===== config.mk =====
export PLATFORM = sky130hd
export DESIGN_NAME = fft16_serializer
export DESIGN_NICKNAME = d
export VERILOG_FILES = /design/src/rtl/fft16_pkg.sv /design/src/rtl/fft16_bank.sv /design/src/rtl/fft16_serializer.sv
export SDC_FILE = /design/constraint.sdc
export NUM_CORES = 1
export LEC_CHECK = 0
export CAP_MARGIN = 20
export CORE_ASPECT_RATIO = 0.5
export CORE_MARGIN = 1.5
export CORE_UTILIZATION = 43
export CTS_CLUSTER_SIZE = 16
export DETAILED_ROUTE_END_ITERATION = 8
export GPL_ROUTABILITY_DRIVEN = 0
export PLACE_DENSITY = 0.71
export REMOVE_ABC_BUFFERS = 1
export SLEW_MARGIN = 30
export SYNTH_ARGS = -nofsm -noshare
export SYNTH_HDL_FRONTEND = slang
export SYNTH_HIERARCHICAL = 1
export SYNTH_SLANG_ARGS = --single-unit
export TNS_END_PERCENT = 5

===== constraint.sdc =====
create_clock -name i_clk -period 42.5 [get_ports i_clk]
set_input_delay 8.5 -clock i_clk [delete_from_list [all_inputs] [get_ports i_clk]]
set_output_delay 8.5 -clock i_clk [all_outputs]
set_load 0.01 [all_outputs]

===== src/rtl/fft16_pkg.sv =====
// Shared constants and index helpers for the 16-point frame serializer.
package fft16_pkg;
  localparam int NPOINT = 16;
  localparam int IDX_W  = 4;
  localparam int N_DEF  = 16;
  localparam logic [IDX_W-1:0] LAST_CNT = 4'(NPOINT - 1);

  function automatic logic [IDX_W-1:0] bitrev4(input logic [IDX_W-1:0] v);
    return {v[0], v[1], v[2], v[3]};
  endfunction
endpackage


===== src/rtl/fft16_bank.sv =====
// 16-entry complex register bank: whole-frame parallel load, async clear,
// one combinational read port selected by a 4-bit index.
module fft16_bank
  import fft16_pkg::*;
#(
  parameter int N = N_DEF
) (
  input  logic                i_clk,
  input  logic                i_rst,
  input  logic                i_load,
  input  logic [NPOINT*N-1:0] i_re,
  input  logic [NPOINT*N-1:0] i_im,
  input  logic [IDX_W-1:0]    i_idx,
  output logic [N-1:0]        o_re,
  output logic [N-1:0]        o_im
);

  logic [N-1:0] re_q [NPOINT];
  logic [N-1:0] im_q [NPOINT];

  always_ff @(posedge i_clk or posedge i_rst) begin
    if (i_rst) begin
      for (int k = 0; k < NPOINT; k++) begin
        re_q[k] <= '0;
        im_q[k] <= '0;
      end
    end else if (i_load) begin
      for (int k = 0; k < NPOINT; k++) begin
        re_q[k] <= i_re[k*N +: N];
        im_q[k] <= i_im[k*N +: N];
      end
    end
  end

  assign o_re = re_q[i_idx];
  assign o_im = im_q[i_idx];

endmodule


===== src/rtl/fft16_serializer.sv =====
// Serializes a parallel-loaded 16-point complex frame into 16 valid/ready beats,
// optionally in bit-reversed order; a load during the last transfer chains frames.
module fft16_serializer
  import fft16_pkg::*;
#(
  parameter int N      = N_DEF,
  parameter int BITREV = 1
) (
  input  logic                i_clk,
  input  logic                i_rst,
  input  logic                i_load,
  input  logic [NPOINT*N-1:0] i_re,
  input  logic [NPOINT*N-1:0] i_im,
  output logic                o_load_ready,
  output logic                o_valid,
  input  logic                i_ready,
  output logic [N-1:0]        o_re,
  output logic [N-1:0]        o_im,
  output logic [IDX_W-1:0]    o_idx,
  output logic                o_last,
  output logic                o_ovr
);

  typedef enum logic {IDLE, STREAM} state_t;

  state_t           state_q, state_d;
  logic [IDX_W-1:0] cnt_q, cnt_d;
  logic             ovr_q, ovr_d;
  logic             bank_load;
  logic             load_rdy;
  logic [IDX_W-1:0] rd_idx;
  logic [N-1:0]     bank_re, bank_im;

  always_ff @(posedge i_clk or posedge i_rst) begin
    if (i_rst) begin
      state_q <= IDLE;
      cnt_q   <= '0;
      ovr_q   <= 1'b0;
    end else begin
      state_q <= state_d;
      cnt_q   <= cnt_d;
      ovr_q   <= ovr_d;
    end
  end

  always_comb begin
    state_d   = state_q;
    cnt_d     = cnt_q;
    bank_load = 1'b0;
    load_rdy  = (state_q == IDLE) ||
                ((state_q == STREAM) && (cnt_q == LAST_CNT) && i_ready);
    ovr_d     = i_load && !load_rdy;
    case (state_q)
      IDLE: begin
        if (i_load) begin
          bank_load = 1'b1;
          state_d   = STREAM;
          cnt_d     = '0;
        end
      end
      STREAM: begin
        if (i_ready) begin
          if (cnt_q == LAST_CNT) begin
            cnt_d = '0;
            // A load on the final transfer keeps streaming with no bubble.
            if (i_load) bank_load = 1'b1;
            else        state_d   = IDLE;
          end else begin
            cnt_d = cnt_q + 4'd1;
          end
        end
      end
      default: state_d = IDLE;
    endcase
  end

  assign rd_idx = (BITREV != 0) ? bitrev4(cnt_q) : cnt_q;

  fft16_bank #(.N(N)) u_bank (
    .i_clk  (i_clk),
    .i_rst  (i_rst),
    .i_load (bank_load),
    .i_re   (i_re),
    .i_im   (i_im),
    .i_idx  (rd_idx),
    .o_re   (bank_re),
    .o_im   (bank_im)
  );

  assign o_load_ready = load_rdy;
  assign o_valid      = (state_q == STREAM);
  assign o_re         = o_valid ? bank_re : '0;
  assign o_im         = o_valid ? bank_im : '0;
  assign o_idx        = o_valid ? rd_idx : '0;
  assign o_last       = o_valid && (cnt_q == LAST_CNT);
  assign o_ovr        = ovr_q;

endmodule


==> results of run 1 <==
## worst register-to-register path, stage by stage, from the launching register on
cell and delay [ps]:
dfrtp_4 830, nand4_1 200, nand2_1 160, and2_4 550, buf_4 470, buf_12 720
mux2_2 500
## synth_stat cells, types with 2 or more instances
cell type / count
dfrtp_1: 518
nand2_1: 35
a22oi_1: 64
nand3_1: 6
buf_2: 58
o21ai_1: 2
and2_1: 38
buf_1: 7
mux4_2: 128
o21ai_0: 3
buf_4: 9
inv_1: 3
clkbuf_1: 30
nor2_1: 3
nor2b_1: 3
mux2_2: 512
## cell type report
| type | instances | area (µm²) | share of cell area (%) |
|---|---|---|---|
| Antenna cell | 54 | 135 | 0.433 |
| Timing Repair Buffer | 579 | 5880 | 18.8 |
| Clock inverter | 12 | 171 | 0.550 |
| Sequential cell | 518 | 13000 | 41.6 |
| Tap cell | 701 | 877 | 2.81 |
| Multi-Input combinational cell | 802 | 9670 | 31.0 |
| Inverter | 3 | 18.8 | 0.0602 |
| Clock buffer | 73 | 1460 | 4.68 |
## path summary, 6_finish.rpt
check	from	end	slack, ps	depth (start not counted)
hold / removal	u_bank/im_q[237]	u_bank/im_q[237]	500	1
hold reg to reg	u_bank/im_q[237]	u_bank/im_q[237]	500	1
min in group asynchronous	i_rst	o_ovr	8300	2
setup / recovery	i_ready	o_load_ready	24060	4
max in group asynchronous	i_rst	u_bank/re_q[98]	32480	4
setup reg to reg	cnt_q[2]	u_bank/re_q[154]	38950	6
## power groups by stage
stage                     Clock [mW]  Combinational, mW  Sequential [mW]
after floorplan                    0              0.625            0.851
after global placement             0              0.799            0.874
final                          0.455              0.821            0.874
after CTS                      0.466              0.826            0.871
after global routing           0.487              0.878            0.905
after detailed placement           0              0.822            0.878
## cell families after synthesis
kind of cell | Yosys count | share of synthesized area (%)
AO/OA/AOI/OAI | 71 | 2.25
adder cells (fa/ha/maj) | 1 | 0.0541
buffers and inverters | 107 | 2.20
flip-flops | 518 | 56.1
multiplexers | 641 | 37.5
AND/OR/NAND/NOR | 89 | 1.97
## state kept, by name (all words and copies together) (netlist names)
signal	count
o_valid	1
o_ovr	1
u_bank/im_q	256
cnt_q	4
u_bank/re_q	256
## layer usage
layer,vias up,track usage (%)
li1,6455,-
met1,7811,29.1
met2,313,42.2
met3,138,3.30
met4,0,14.0
met5,-,0
## stage by stage
step | area (µm²) | std cells
floorplan | 22600 | 1323
global placement | 29300 | 2597
detailed placement | 29300 | 2600
CTS | 31000 | 2685
global route | 31200 | 2739
finish | 31200 | 2742
==> run_results.csv, run 1 <==
group,metric,value,unit
global_routing,grt_max_degree,173,
floorplanning,ioPinCount,556,
logic_synthesis,synth.avg_cell_area,16.2,µm²
worst_setup_path,worstPathArrival,9940,ps
cells_and_area,layout_commonest_cell,"clkdlybuf4s50_1",
logic_synthesis,netlist_area,23100,µm²
clocking,post_cts_buffers,0,
cells_and_area,mostFrequentLayoutCells,"clkdlybuf4s50_1 (555), dfrtp_1 (515), mux2_2 (512)",
global_routing,grt_pass1_vias,15700,
worst_setup_path,crit_path_frequent_cell,"clkdlybuf4s50_1",
worst_setup_path,crit_slowest_cell,"clkdlybuf4s50_1",
timing,clock_skew,21.8,ps
clocking,cts_tree,"done",
power,p_sw_share,29.5,%
floorplanning,initial_core_util,44.0,%
timing,hold_viol,0,
logic_synthesis,yosysWarnings,6,
timing,setup_ws,24060,ps
power,peakVddDrop,0.0000318,V
worst_setup_path,startpoint_type,"input pin",
timing,tightest_slew,906,ps
timing,fin_setup_tns,0,ps
logic_synthesis,synth-main-ff-cell,"dfrtp_1",
floorplanning,dieWidth,331,µm
logic_synthesis,synth_edf_count,0,
power,p_seq_share,40.7,%
floorplanning,dieArea,55200,µm²
worst_setup_path,crit_type,"in -> out",
worst_setup_path,worstPathCellList,"clkdlybuf4s50_1 -> nand4_1 -> nand2_1 -> clkdlybuf4s50_1",
worst_setup_path,cpLargestDelayFamily,"buffers and inverters",
clocking,clkLatencyLatePin,580,ps
power,power.total,2.15,mW
power,p_comb_share,38.2,%
cells_and_area,drive_gt1_share,37.5,%
worst_setup_path,slowest_delay,590,ps
clocking,hold_buffers,0,
logic_synthesis,synth_top_cell_by_area,"dfrtp_1",
clocking,htreeDepth,2,
cells_and_area,final_nets,2470,
logic_synthesis,netlist.area_leader.share,56.1,%
power,internal_power,1.52,mW
place,io_buffers,555,
logic_synthesis,yosysSeqAreaShare,56.1,%
logic_synthesis,synth-async-reset-ratio,100,%
power,power_density,68.9,nW/µm²
routing,routed_wl,67.1,mm
clocking,cts.clk_slew.worst_paths,60,ps
routing,wire_per_inst,24.5,µm
power,p_clk_share,21.2,%
global_routing,grt_overflow,0,
timing,report.final.slew_viol_count,0,
clocking,clock_path_buffers,3,
routing,ant_nets,0,
cells_and_area,syn_to_final_growth,34.9,%
global_routing,grt_util_all_layers,24.3,%
timing,slew-limit-headroom,39.6,%
routing,vias,14700,
timing,timing.final.crit_share,43.4,%
worst_setup_path,worstSetupEndpointType,"output pin",
clocking,ctsResizeCount,0,
cells_and_area,fill_cells,4140,
clocking,numCtsBuffers,49,
power,p_leak,12.8,nW
place,dp_hpwl,46.3,mm
routing,viasPerCell,5.37,
logic_synthesis,ys_types,24,
timing,fmax,54.2,MHz
min_path,min_path_type,"reg -> reg",
clocking,clock-sinks,518,
clocking,clockRootBuffer,"clkbuf_16",
routing,drc_errors,0,
routing,wl_met1,25.4,mm
global_routing,antenna_found_initial,50,
timing,whs,502,ps
timing,setup_viol_count_final,0,
place,place_ws,24070,ps
worst_setup_path,crit_fanout,7,
logic_synthesis,ys_ff_latch,518,
routing,dr_wl_met2,36.8,mm
logic_synthesis,synthCells,1427,
floorplanning,chipHeight,167,µm
cells_and_area,final_util,59.3,%
timing,rsz0062_at_grt,"false",
power,switchingPower,0.634,mW
global_routing,grt_pass1_wl,99.6,mm
routing,top_layer_used,"met4",
status,status,"finished, final reports clean",
routing,drt_iter0_drc,778,
floorplanning,core,52600,µm²
routing,wl_met3,2.10,mm
worst_setup_path,required,34000,ps
worst_setup_path,worst-path-buf-inv,2,
logic_synthesis,synthTopCellsByArea,"dfrtp_1 (56%), mux2_2 (25%), mux4_2 (12%)",
routing,first_pass_iters,5,
timing,final.min_clock_period,18440,ps
job,drv_cap,0,
floorplanning,rows,59,
Note: power is estimated with default switching activity, not from simulation.
==> run 2, diff against run 1 <==
clock period = 18.4 ns   (was 42.5 ns; I/O delays follow)
==> run_results.csv, run 2 (same netlist as run 1, synthesis figures left out) <==
group,metric,value,unit
worst_setup_path,r2r_setup_slack,12830,ps
power,peakVddDrop,0.0000720,V
global_routing,grt_pass1_vias,15800,
clocking,hold_buffers,0,
place,postPlaceCellArea,29300,µm²
clocking,htreeDepth,2,
global_routing,grt_util_all_layers,24.1,%
status,status,"finished, final reports clean",
worst_setup_path,startpoint_type,"input pin",
cells_and_area,fin_area,31000,µm²
global_routing,grt_pass1_wl,98.6,mm
routing,vias,14600,
cells_and_area,final_util,58.9,%
floorplanning,chipHeight,167,µm
cells_and_area,final_cells,2719,
floorplanning,dieArea,55200,µm²
min_path,min_path_type,"reg -> reg",
worst_setup_path,crit_path_start,"i_ready",
place,numPlacedInstances,2598,
worst_setup_path,required,14720,ps
worst_setup_path,crit_slowest_cell,"clkdlybuf4s50_1",
routing,first_pass_iters,4,
worst_setup_path,crit_path_frequent_cell,"clkdlybuf4s50_1",
place,dp_hpwl,46.2,mm
place,io_buffers,555,
routing,drt_iter0_drc,850,
timing,final.min_clock_period,8810,ps
worst_setup_path,worstSetupEndpointType,"output pin",
worst_setup_path,worstPathArrival,5130,ps
clocking,post_cts_buffers,0,
routing,ant_nets,0,
timing,fmax,114,MHz
timing,setup_ws,9590,ps
worst_setup_path,cp.depth,4,
worst_setup_path,reg2reg_from,"cnt_q[3]",
routing,routed_wl,66.9,mm
clocking,clock_path_buffers,3,
timing,setup_viol_count_final,0,
floorplanning,dieWidth,331,µm
global_routing,grt_max_degree,174,
worst_setup_path,slowest_delay,590,ps
routing,viasPerCell,5.37,
cells_and_area,layout_commonest_cell,"clkdlybuf4s50_1",
floorplanning,core,52600,µm²
floorplanning,rows,59,
floorplanning,initial_core_util,44.0,%
global_routing,antenna_found_initial,38,
worst_setup_path,crit_type,"in -> out",
routing,wire_per_inst,24.6,µm
clocking,clkLatencyLatePin,580,ps
worst_setup_path,worstPathCellList,"clkdlybuf4s50_1 -> nand4_1 -> nand2_1 -> clkdlybuf4s50_1",
timing,rsz0062_at_grt,"false",
global_routing,met1_usage,28.0,%
global_routing,busiest_layer,"met2",
floorplanning,ioPinCount,556,
global_routing,use_met2,44.0,%
clocking,clockRootBuffer,"clkbuf_16",
timing,fin_setup_tns,0,ps
timing,clock_skew,19.8,ps
clocking,cts_tree,"done",
worst_setup_path,cpLargestDelayFamily,"buffers and inverters",
min_path,holdPathStages,1,
worst_setup_path,r2r_cells,8,
timing,hold_viol,0,
clocking,numCtsBuffers,48,
worst_setup_path,worst-path-buf-inv,2,
cells_and_area,mostFrequentLayoutCells,"clkdlybuf4s50_1 (555), dfrtp_1 (515), mux2_2 (512)",
timing,timing.final.crit_share,47.9,%
place,place_ws,9590,ps
worst_setup_path,crit_end,"o_load_ready",
job,drv_cap,0,
routing,drc_errors,0,
cells_and_area,fill_cells,4185,
cells_and_area,drive_gt1_share,37.6,%
worst_setup_path,regToRegEndpoint,"u_bank/im_q[252]",
timing,slew-limit-headroom,35.0,%
cells_and_area,reg_top3,"u_bank/im_q (256), u_bank/re_q (256), cnt_q (4)",
clocking,clock-sinks,518,
worst_setup_path,crit_fanout,7,
power,p_leak,12.7,nW
timing,report.final.slew_viol_count,0,
global_routing,use_met3,3.57,%
cells_and_area,syn_to_final_growth,34.0,%
clocking,cts.clk_slew.worst_paths,60,ps
power,power_density,159,nW/µm²
global_routing,grt_overflow,0,
clocking,ctsResizeCount,0,
cells_and_area,final_nets,2465,
timing,tightest_slew,976,ps
==> run 2: cell types whose count changed in the layout (fill, tap and decap cells not counted), moves of 3 or more <==
cell        change
buf_4           +3
clkbuf_8        +4
buf_12          -3
diode_2        -16
clkinvlp_4      -3
clkbuf_1        -5
==> run 2: cell type report <==
cell class | instances | area [µm²] | area share, %
repair buffers | 575 | 5760 | 18.6
diodes | 38 | 95.1 | 0.307
clock inverters | 12 | 125 | 0.404
well taps | 701 | 877 | 2.83
flip-flops and latches | 518 | 13000 | 41.9
clock buffers | 70 | 1450 | 4.67
multi-input cells | 802 | 9670 | 31.2
inverters | 3 | 23.8 | 0.0768
==> run 2: where the power goes <==
group	leakage (nW)	switching, mW	internal [mW]
Combinational	5.64	0.685	1.19
Clock	0.782	0.444	0.571
Sequential	6.32	0.327	1.70
Total	12.7	1.46	3.46
==> run 2: through the flow <==
stage	hold slack [ps]	power, mW
after floorplan	476	3.41
after global routing	513	5.19
after global placement	483	3.86
after CTS	505	4.95
after detailed placement	490	3.92
final	502	4.92
==> run 2: worst min-delay path by stage <==
stage / from / to / slack (ps)
after global placement: u_bank/im_q[80] / u_bank/im_q[80] / 480
after CTS: u_bank/re_q[220] / u_bank/re_q[220] / 500
after global routing: u_bank/re_q[129] / u_bank/re_q[129] / 510
after floorplan: u_bank/im_q[144] / u_bank/im_q[144] / 480
after detailed placement: u_bank/re_q[220] / u_bank/re_q[220] / 490
final: u_bank/im_q[233] / u_bank/im_q[233] / 500
==> run 2: routing by layer <==
layer / vias up / part of all wire (%)
li1: 6443 / -
met1: 7793 / 37
met2: 266 / 57
met3: 107 / 3.1
met4: 0 / 3.2
met5: - / 0
